File: src/rtl/regfile_mp_if.sv
// ---------------------------------------------------------------------------
// regfile_mp_if
//
// Bundles the read, write, scoreboard and status signals of the two-read /
// two-write register file. The register file connects through the slave
// modport. The decode/writeback logic (or a testbench) connects through the
// master modport.
//
// Parameters:
//   WIDTH      data width in bits
//   REG_WIDTH  register index width
//
// Signals (direction as seen from the register file, i.e. the slave side):
//   ready           out  high once the post-reset init sweep is complete
//   rsIn, rtIn      in   read addresses
//   rsOut, rtOut    out  read data (combinational)
//   rsBusy, rtBusy  out  scoreboard pending bit of rsIn / rtIn
//   we0/rd0In/d0Val in   write port 0 (ALU writeback)
//   we1/rd1In/d1Val in   write port 1 (load writeback, wins on collision)
//   issue/issueRd   in   marks issueRd as having a write in flight
// ---------------------------------------------------------------------------
interface regfile_mp_if #(
    parameter int WIDTH     = 32,
    parameter int REG_WIDTH = 5
);
    logic                 ready;
    logic [REG_WIDTH-1:0] rsIn;
    logic [REG_WIDTH-1:0] rtIn;
    logic [WIDTH-1:0]     rsOut;
    logic [WIDTH-1:0]     rtOut;
    logic                 rsBusy;
    logic                 rtBusy;
    logic                 we0;
    logic [REG_WIDTH-1:0] rd0In;
    logic [WIDTH-1:0]     d0Val;
    logic                 we1;
    logic [REG_WIDTH-1:0] rd1In;
    logic [WIDTH-1:0]     d1Val;
    logic                 issue;
    logic [REG_WIDTH-1:0] issueRd;

    modport master (
        input  ready, rsOut, rtOut, rsBusy, rtBusy,
        output rsIn, rtIn, we0, rd0In, d0Val, we1, rd1In, d1Val, issue, issueRd
    );

    modport slave (
        output ready, rsOut, rtOut, rsBusy, rtBusy,
        input  rsIn, rtIn, we0, rd0In, d0Val, we1, rd1In, d1Val, issue, issueRd
    );
endinterface

File: src/rtl/regfile_mp.sv
// ---------------------------------------------------------------------------
// regfile_mp
//
// Two-read / two-write register file with a RAW-hazard scoreboard.
// Register 0 reads as zero. Writes to register 0 are dropped, and register 0
// is never marked busy. After reset the file sweeps once through all
// registers and loads REG[i] = i. During that sweep the writes, issues and
// reads are masked. When the sweep completes, ready goes high.
//
// Optional feature macro: REGFILE_BYPASS_EN
//   When this macro is defined, a read whose nonzero address matches a write
//   in the same cycle returns the data being written. Port 1 takes priority
//   over port 0. When it is undefined, a write becomes visible on the cycle
//   after it is written.
//
// Ports:
//   clock    in   single clock, all state changes on posedge
//   reset_n  in   asynchronous active-low reset (restarts the sweep)
//   bus      slave modport of regfile_mp_if (reads, writes, scoreboard, ready)
// ---------------------------------------------------------------------------
module regfile_mp #(
    parameter int NUM_REGS  = 32,
    parameter int WIDTH     = 32,
    parameter int REG_WIDTH = 5
) (
    input  logic          clock,
    input  logic          reset_n,
    regfile_mp_if.slave   bus
);

    typedef enum logic {INIT, RUN} state_t;

    state_t               state, stateNext;
    logic [REG_WIDTH-1:0] cnt, cntNext;
    logic [NUM_REGS-1:0]  pending, pendingNext;
    logic [WIDTH-1:0]     regs [NUM_REGS];

    // Control state: sweep FSM, sweep counter and scoreboard are reset.
    // The data array is not reset; the sweep initialises it.
    always_ff @(posedge clock or negedge reset_n) begin
        if (!reset_n) begin
            state   <= INIT;
            cnt     <= '0;
            pending <= '0;
        end else begin
            state   <= stateNext;
            cnt     <= cntNext;
            pending <= pendingNext;
        end
    end

    // The counter stops at its last value instead of wrapping. The FSM
    // leaves INIT on the same edge that performs the final sweep write.
    always_comb begin
        stateNext = state;
        cntNext   = cnt;
        case (state)
            INIT: begin
                if (cnt == REG_WIDTH'(NUM_REGS - 1)) begin
                    stateNext = RUN;
                end else begin
                    cntNext = cnt + REG_WIDTH'(1);
                end
            end
            RUN: begin
                stateNext = RUN;
            end
            default: begin
                stateNext = INIT;
            end
        endcase
    end

    // Scoreboard. The issue is applied after the write clears, so a
    // same-cycle issue (the new producer) leaves the bit set.
    always_comb begin
        pendingNext = pending;
        if (state == RUN) begin
            if (bus.we0)   pendingNext[bus.rd0In]   = 1'b0;
            if (bus.we1)   pendingNext[bus.rd1In]   = 1'b0;
            if (bus.issue) pendingNext[bus.issueRd] = 1'b1;
        end
        pendingNext[0] = 1'b0;
    end

    // Array writes. Port 1 is written last, so it wins when both ports
    // target the same register.
    always_ff @(posedge clock) begin
        if (state == INIT) begin
            regs[cnt] <= WIDTH'(cnt);
        end else begin
            if (bus.we0 && bus.rd0In != '0) regs[bus.rd0In] <= bus.d0Val;
            if (bus.we1 && bus.rd1In != '0) regs[bus.rd1In] <= bus.d1Val;
        end
    end

    // Read port rs.
    always_comb begin
        bus.rsOut = '0;
        if (state == RUN && bus.rsIn != '0) begin
            bus.rsOut = regs[bus.rsIn];
`ifdef REGFILE_BYPASS_EN
            if (bus.we0 && bus.rd0In == bus.rsIn) bus.rsOut = bus.d0Val;
            if (bus.we1 && bus.rd1In == bus.rsIn) bus.rsOut = bus.d1Val;
`endif
        end
    end

    // Read port rt.
    always_comb begin
        bus.rtOut = '0;
        if (state == RUN && bus.rtIn != '0) begin
            bus.rtOut = regs[bus.rtIn];
`ifdef REGFILE_BYPASS_EN
            if (bus.we0 && bus.rd0In == bus.rtIn) bus.rtOut = bus.d0Val;
            if (bus.we1 && bus.rd1In == bus.rtIn) bus.rtOut = bus.d1Val;
`endif
        end
    end

    // Busy bits are the registered scoreboard; there is no bypass here.
    assign bus.rsBusy = pending[bus.rsIn];
    assign bus.rtBusy = pending[bus.rtIn];
    assign bus.ready  = (state == RUN);

endmodule

File: src/flat_wrapper.sv
// flat-port wrapper written by rule: the top's interface ports become plain ports
module regfile_mp_flat 
#(
    parameter int NUM_REGS  = 32,
    parameter int WIDTH     = 32,
    parameter int REG_WIDTH = 5
)
  (clock, reset_n, bus_ready, bus_rsOut, bus_rtOut, bus_rsBusy, bus_rtBusy, bus_rsIn, bus_rtIn, bus_we0, bus_rd0In, bus_d0Val, bus_we1, bus_rd1In, bus_d1Val, bus_issue, bus_issueRd);
  regfile_mp_if #(.WIDTH(WIDTH), .REG_WIDTH(REG_WIDTH)) bus_i ();
  input  logic clock;
  input  logic reset_n;
  output wire logic [$bits(bus_i.ready)-1:0] bus_ready;
  output wire logic [$bits(bus_i.rsOut)-1:0] bus_rsOut;
  output wire logic [$bits(bus_i.rtOut)-1:0] bus_rtOut;
  output wire logic [$bits(bus_i.rsBusy)-1:0] bus_rsBusy;
  output wire logic [$bits(bus_i.rtBusy)-1:0] bus_rtBusy;
  input wire logic [$bits(bus_i.rsIn)-1:0] bus_rsIn;
  input wire logic [$bits(bus_i.rtIn)-1:0] bus_rtIn;
  input wire logic [$bits(bus_i.we0)-1:0] bus_we0;
  input wire logic [$bits(bus_i.rd0In)-1:0] bus_rd0In;
  input wire logic [$bits(bus_i.d0Val)-1:0] bus_d0Val;
  input wire logic [$bits(bus_i.we1)-1:0] bus_we1;
  input wire logic [$bits(bus_i.rd1In)-1:0] bus_rd1In;
  input wire logic [$bits(bus_i.d1Val)-1:0] bus_d1Val;
  input wire logic [$bits(bus_i.issue)-1:0] bus_issue;
  input wire logic [$bits(bus_i.issueRd)-1:0] bus_issueRd;
  assign bus_ready = bus_i.ready;
  assign bus_rsOut = bus_i.rsOut;
  assign bus_rtOut = bus_i.rtOut;
  assign bus_rsBusy = bus_i.rsBusy;
  assign bus_rtBusy = bus_i.rtBusy;
  assign bus_i.rsIn = bus_rsIn;
  assign bus_i.rtIn = bus_rtIn;
  assign bus_i.we0 = bus_we0;
  assign bus_i.rd0In = bus_rd0In;
  assign bus_i.d0Val = bus_d0Val;
  assign bus_i.we1 = bus_we1;
  assign bus_i.rd1In = bus_rd1In;
  assign bus_i.d1Val = bus_d1Val;
  assign bus_i.issue = bus_issue;
  assign bus_i.issueRd = bus_issueRd;
  regfile_mp #(.NUM_REGS(NUM_REGS), .WIDTH(WIDTH), .REG_WIDTH(REG_WIDTH)) u_core (.clock(clock), .reset_n(reset_n), .bus(bus_i));
endmodule
File: config.mk
export PLATFORM = sky130hd
export DESIGN_NAME = regfile_mp_flat
export DESIGN_NICKNAME = d
export VERILOG_FILES = /design/src/rtl/regfile_mp_if.sv /design/src/rtl/regfile_mp.sv /design/src/flat_wrapper.sv
export SDC_FILE = /design/constraint.sdc
export NUM_CORES = 2
export LEC_CHECK = 0
export ABC_AREA = 0
export BUFFER_PORTS_ARGS = -buffer_cell sky130_fd_sc_hd__clkbuf_2
export CORE_MARGIN = 2
export CORE_UTILIZATION = 45
export DETAILED_ROUTE_END_ITERATION = 8
export PLACE_DENSITY = 0.62
export SYNTH_ARGS = -nofsm -noshare
export SYNTH_HDL_FRONTEND = slang
export SYNTH_SLANG_ARGS = --single-unit
File: constraint.sdc
create_clock -name clock -period 6.9 [get_ports clock]
set_input_delay 2.07 -clock clock [delete_from_list [all_inputs] [get_ports clock]]
set_output_delay 2.07 -clock clock [all_outputs]
set_load 0.005 [all_outputs]
# ---- Word level (Yosys, flattened, before mapping)
# Memories as Yosys holds them, arrays and structs flattened.
# Cells that the tools add are included.
dict set report classes {
  addsub 1
  multipliers 0
  div 0
  n_lt_le_gt_ge 8
  n_eq_ne 1
  n_shift 0
  muxes 29
  n_bitwise 7
  n_reduce_logical 13
}
# operator n
set op_table {}
lappend op_table {{$mux 32} 8}
lappend op_table {{$and 32x32->32} 2}
lappend op_table {{$not 32->32} 2}
lappend op_table {{$or 32x32->32} 1}
lappend op_table {{$reduce_or 32->1} 1}
lappend op_table {{$lt 5x6->1 const B} 5}
lappend op_table {{$reduce_bool 5->1} 4}
lappend op_table {{$demux 1 s5} 3}
lappend op_table {{$ge 5x1->1 const B} 3}
lappend op_table {{$mux 1} 14}
lappend op_table {{$bmux 1 s5} 2}
lappend op_table {{$logic_and 1x1->1} 7}
lappend op_table {{$add 5x1->5 const B} 1}
lappend op_table {{$eq 5x5->1 const B} 1}
lappend op_table {{$mux 5} 1}
lappend op_table {{$not 1->1} 2}
lappend op_table {{$pmux 1 s2} 1}
lappend op_table {{$reduce_and 2->1} 1}
dict set report totals {
  ff_bits 37
  latchBits 0
  ramBits 1024
  mem_bits_ro 0
  inputBits 94
  out_inout_bits 67
  elab_cells 63
  mem_count 1
}
# memory words width read_ports rd_ports_with_merged_regs write_ports line
set mem_list {}
lappend mem_list {u_core.regs 32 32 2 0 2 regfile_mp.sv:36} ;# logic [WIDTH-1:0] regs [NUM_REGS];

# ---- Depth between registers and ports, before layout
dict set report logic_depth {
  word_depth 13
  ltp_mapped 10
  depth_no_buf 6
}

# ---- Worst setup path before layout
# No wires, ideal clock.
dict set report synth_path {
  path_kind {in2reg}
  start {in bus_rd0In[2]}
  end {mem u_core.regs[9][0], enable pin}
  setup_ns 0.466
  arrival_ns 5.852
  required_time_ns 6.434
  setup_slack_ns 0.582
  stages 9
  n_path_buf 4
  path_cell_list {buf_6 -> or3_1 -> buf_2 -> o311a_4 -> buf_6 -> buf_6 -> nor3b_2 -> a21oi_2 -> o21ai_0}
}
# item line
set synth_lines {}
lappend synth_lines {{start: declaration} flat_wrapper.sv:20} ;# input wire logic [$bits(bus_i.rd0In)-1:0] bus_rd0In;
lappend synth_lines {{end: declaration} regfile_mp.sv:36}

# ---- Worst setup path in the final report
dict set report layout_path {
  start {in bus_rtIn[2]}
  end {out bus_rtOut[18]}
}
dict set report layout_between {
  elab_chain_cells 3
  elab_cells_between_ends 4
  cone_classes {mux (1); reduce/logical (2); memory (1)}
}
# item line
set layout_lines {}
lappend layout_lines {{start: declaration} flat_wrapper.sv:18} ;# input wire logic [$bits(bus_i.rtIn)-1:0] bus_rtIn;
lappend layout_lines {{parallel branches: the longest is 2 deep, another holds $mem_v2 32x32} -}
lappend layout_lines {{$mux 32 (*)} regfile_mp.sv:112} ;# if (state == RUN && bus.rtIn != '0) begin
lappend layout_lines {{end: declaration} flat_wrapper.sv:14} ;# output wire logic [$bits(bus_i.rtOut)-1:0] bus_rtOut;
# Every way passes the cells marked *.

==> impl_metrics.csv <==
group,metric,value,unit
outcome,status,"complete, no violations",
power_and_ir_drop,switching_share,0.2645,
cts,worstSkewPairLatency,0.78,ns
setup_path,crit_required,4.83,ns
route,route.antenna.remaining_nets,0,
power_and_ir_drop,power_frac_comb,0.121,
place,hpwl,148700,um
cells_and_area,nNetsFinal,5512,
power_and_ir_drop,vdd_ir_drop_max,0.1977,mV
cts,cts.sinks,1061,
setup_path,critPathMaxStageDelay,0.91,ns
sta,setup_ws,0.3737,ns
sta,tns,0,ns
sta,fmax,153.2,MHz
cts,root_buffer,"clkbuf_16",
setup_path,crit_slowest_cell,"nor2_1",
power_and_ir_drop,powerDensity,224.1,nW/um2
cts,cts_tree,"yes",
yosys,synth_area,61130,um2
floorplanning,ios,161,
power_and_ir_drop,clkPwrFrac,0.408,
place,io_buffers,160,
sta,max-slew-margin-rel,0.1515,
route,first_pass_iters,6,
sta,finClkSkew,0.03137,ns
route,drc,0,
route,wl_per_cell,32.99,um
global_route,grt_pass1_wl,337500,um
sta,drv_slew,0,
place,dpl_worst_slack,0.5224,ns
setup_path,arrival,4.46,ns
setup_path,startpoint_type,"input port",
yosys,postSynth.asyncResetShare,0.03487,
yosys,seq_area_frac_synth,0.5181,
floorplanning,die_w,372.6,um
yosys,synth_fp_nets,5665,
cells_and_area,fin_area,68040,um2
yosys,yosysWarnings,0,
cells_and_area,syn_to_final_growth,11.30,%
sta,finalCriticalPeriod,6.526,ns
setup_path,cp-end-kind,"output port",
global_route,grt_pass1_vias,46290,
floorplanning,dieArea,138800,um2
power_and_ir_drop,p_total,15.25,mW
cts,cts_max_level,3,
setup_path,cp_max_fo,13,
floorplanning,fp.dieH,372.6,um
yosys,syn_area_per_cell,10.98,um2
yosys,ys.flop_type,"edfxtp_1",
cts,clkTransAtPathRegs,0.06,ns
floorplanning,start_util,0.4524,
floorplanning,row_count,135,
worst_hold_path,hold_path_class,"register to register",
yosys,synth.distinct_cells,59,
setup_path,r2r_slack,2.47,ns
cts,clk_path_buf_depth,3,
setup_path,cp_cell_sequence,"buf_8 > buf_4 > nor2_1 > a221oi_1 > o21ai_0 > nand4b_1 > clkbuf_2",
global_route,global_route.overflow_total,0,
cells_and_area,final_common_cell,"nand2_1",
global_route,grt_usage,0.3423,
cells_and_area,layout_common_cells,"1027 x nand2_1, 1024 x edfxtp_1, 923 x o21ai_0, 486 x mux2i_1, 292 x mux4_2",
route,drt-initial-drc-count,7765,
power_and_ir_drop,p_seq_frac,0.471,
route,vias,49330,
floorplanning,coreArea,135100,um2
cts,numCtsBuffers,116,
route,wl,240800,um
sta,period_share,0.9458,
power_and_ir_drop,p_sw,4.033,mW
cells_and_area,filler_cell_count,11730,
yosys,synthCells,5569,
job,drv_cap,0,
sta,setup_violations,0,
power_and_ir_drop,intPower,11.21,mW
route,via_per_inst,6.760,
power_and_ir_drop,p_leak,23.98,nW
yosys,ys_ff_latch,1061,
sta,rsz0062_at_grt,"no",
setup_path,crit_family,"simple AND/OR/NAND/NOR gates",
sta,tightest_slew,1.273,ns
yosys,synth_edf_count,1024,
cts,postCtsHoldBufs,0,
place,routabilityCongestion,0.9397,
cts,post_cts_buffers,0,
setup_path,crit_buf_inv,3,
cts,cts_resized,0,
setup_path,path_class,"input port to output port",
global_route,antenna_found_initial,8,
global_route,grt_max_degree,85,
cells_and_area,drive_gt1_frac,0.1691,
sta,hold_viol_final,0,
place,placed_area,64380,um2
## layer usage
layer,part of all wire,global-route usage,wire length (um),vias to the layer above
met2,0.43,0.5064,104700,3848
met4,0.068,0.2094,16460,4
met1,0.36,0.4452,85980,24070
met3,0.14,0.09791,33590,796
met5,0.000087,0.001399,21,-
li1,-,-,-,20610
## state kept, by name (all words and copies together) (netlist names)
register	cells
u_core.cnt	5
u_core.pending	31
u_core.bus.ready	1
u_core.regs	1024
## stage by stage
step	hold slack (ns)	instances	util
6_report	0.5167	7297	0.5035
5_1_grt	0.5396	7294	0.5035
4_1_cts	0.5143	7292	0.5034
3_5_place_dp	0.4997	7079	0.4764
3_3_place_gp	0.4903	7079	0.4764
2_1_floorplan	0.4670	5569	-
## synth_stat cells (4+ instances only)
master     instances  area [um2]
clkbuf_1         489        1836
nor3b_1            4       30.03
buf_2            110       550.5
o211ai_1          31       232.7
nor2b_1           11       68.82
mux2_2            21       236.5
dfrtp_1           37       925.9
o2bb2ai_1         14       122.6
a22o_1            41       359.1
a21oi_1          218        1091
o21ai_0          950        4755
or2_2              4       25.02
a221oi_1          52       455.4
mux4_2           292        6576
buf_6              6       67.56
nand4b_1           6       52.55
buf_1             23       86.33
nand3b_1           7       52.55
and2_1            31       193.9
o21ai_1            4       20.02
nand2b_1          11       68.82
edfxtp_1        1024       30750
a211oi_1           9       67.56
a21o_1            29       217.7
inv_1             40       150.1
nor2_1           214       803.3
nand3_1           39       195.2
o22ai_1           88       550.5
mux2i_2            4       55.05
nand4_1            4       25.02
mux2i_1          486        4865
nand2_1         1028        3859
a22oi_1          140        1051
nor3_1             7       35.03
a31oi_1           58       362.9
## power groups by stage
stage / Sequential [mW] / Combinational [mW] / Clock (mW)
floorplan: 7.31 / 1.08 / 0
global placement: 7.31 / 1.77 / 0
detailed placement: 7.31 / 1.79 / 0
CTS: 7.18 / 1.79 / 6.19
global route: 7.18 / 1.92 / 6.43
finish: 7.18 / 1.85 / 6.22
## area by class of cell
type | count | area [um2] | share of cell area
clock inverter | 62 | 565.5 | 0.008312
antenna | 5 | 12.51 | 0.0001839
clock buffer | 151 | 3085 | 0.04535
timing repair buffer | 359 | 2880 | 0.04233
tap | 1781 | 2228 | 0.03275
multi-input combinational | 3838 | 27440 | 0.4033
inverter | 40 | 150.1 | 0.002207
sequential | 1061 | 31680 | 0.4655
## logic make-up (layout without fill, tap and decap cells)
group | count (synthesis) | count (layout) | synth area share
XOR/XNOR | 3 | 3 | 0.0004299
AO/OA/AOI/OAI | 1646 | 1646 | 0.1541
adder cells (fa/ha/maj) | 2 | 2 | 0.0004093
buffers and inverters | 670 | 612 | 0.04425
AND/OR/NAND/NOR | 1384 | 1384 | 0.09077
flip-flops | 1061 | 1061 | 0.5181
other | 0 | 5 | 0
multiplexers | 803 | 803 | 0.1919
## worst paths after layout
| path | cells past startpoint | end | from |
|---|---|---|---|
| worst min-delay path | 1 | u_core.pending[28]$_DFFE_PN0P_ | u_core.pending[28]$_DFFE_PN0P_ |
| max in group asynchronous | 1 | u_core.pending[5]$_DFFE_PN0P_ | reset_n |
| min in group asynchronous | 1 | u_core.pending[26]$_DFFE_PN0P_ | reset_n |
| worst max register to register | 5 | u_core.regs[1][23]$_DFFE_PP_ | u_core.bus.ready$_DFF_PN0_ |
| worst max-delay path | 7 | bus_rtOut[18] | bus_rtIn[2] |
| worst min register to register | 1 | u_core.pending[28]$_DFFE_PN0P_ | u_core.pending[28]$_DFFE_PN0P_ |
## worst register-to-register path: stages, from the launching register on
cell,delay [ns]
dfrtp_1,0.69
buf_4,0.46
o311a_4,0.88
a21oi_2,0.51
o21ai_4,1.07
buf_4,0.49
(Power assumes the default switching activity.)
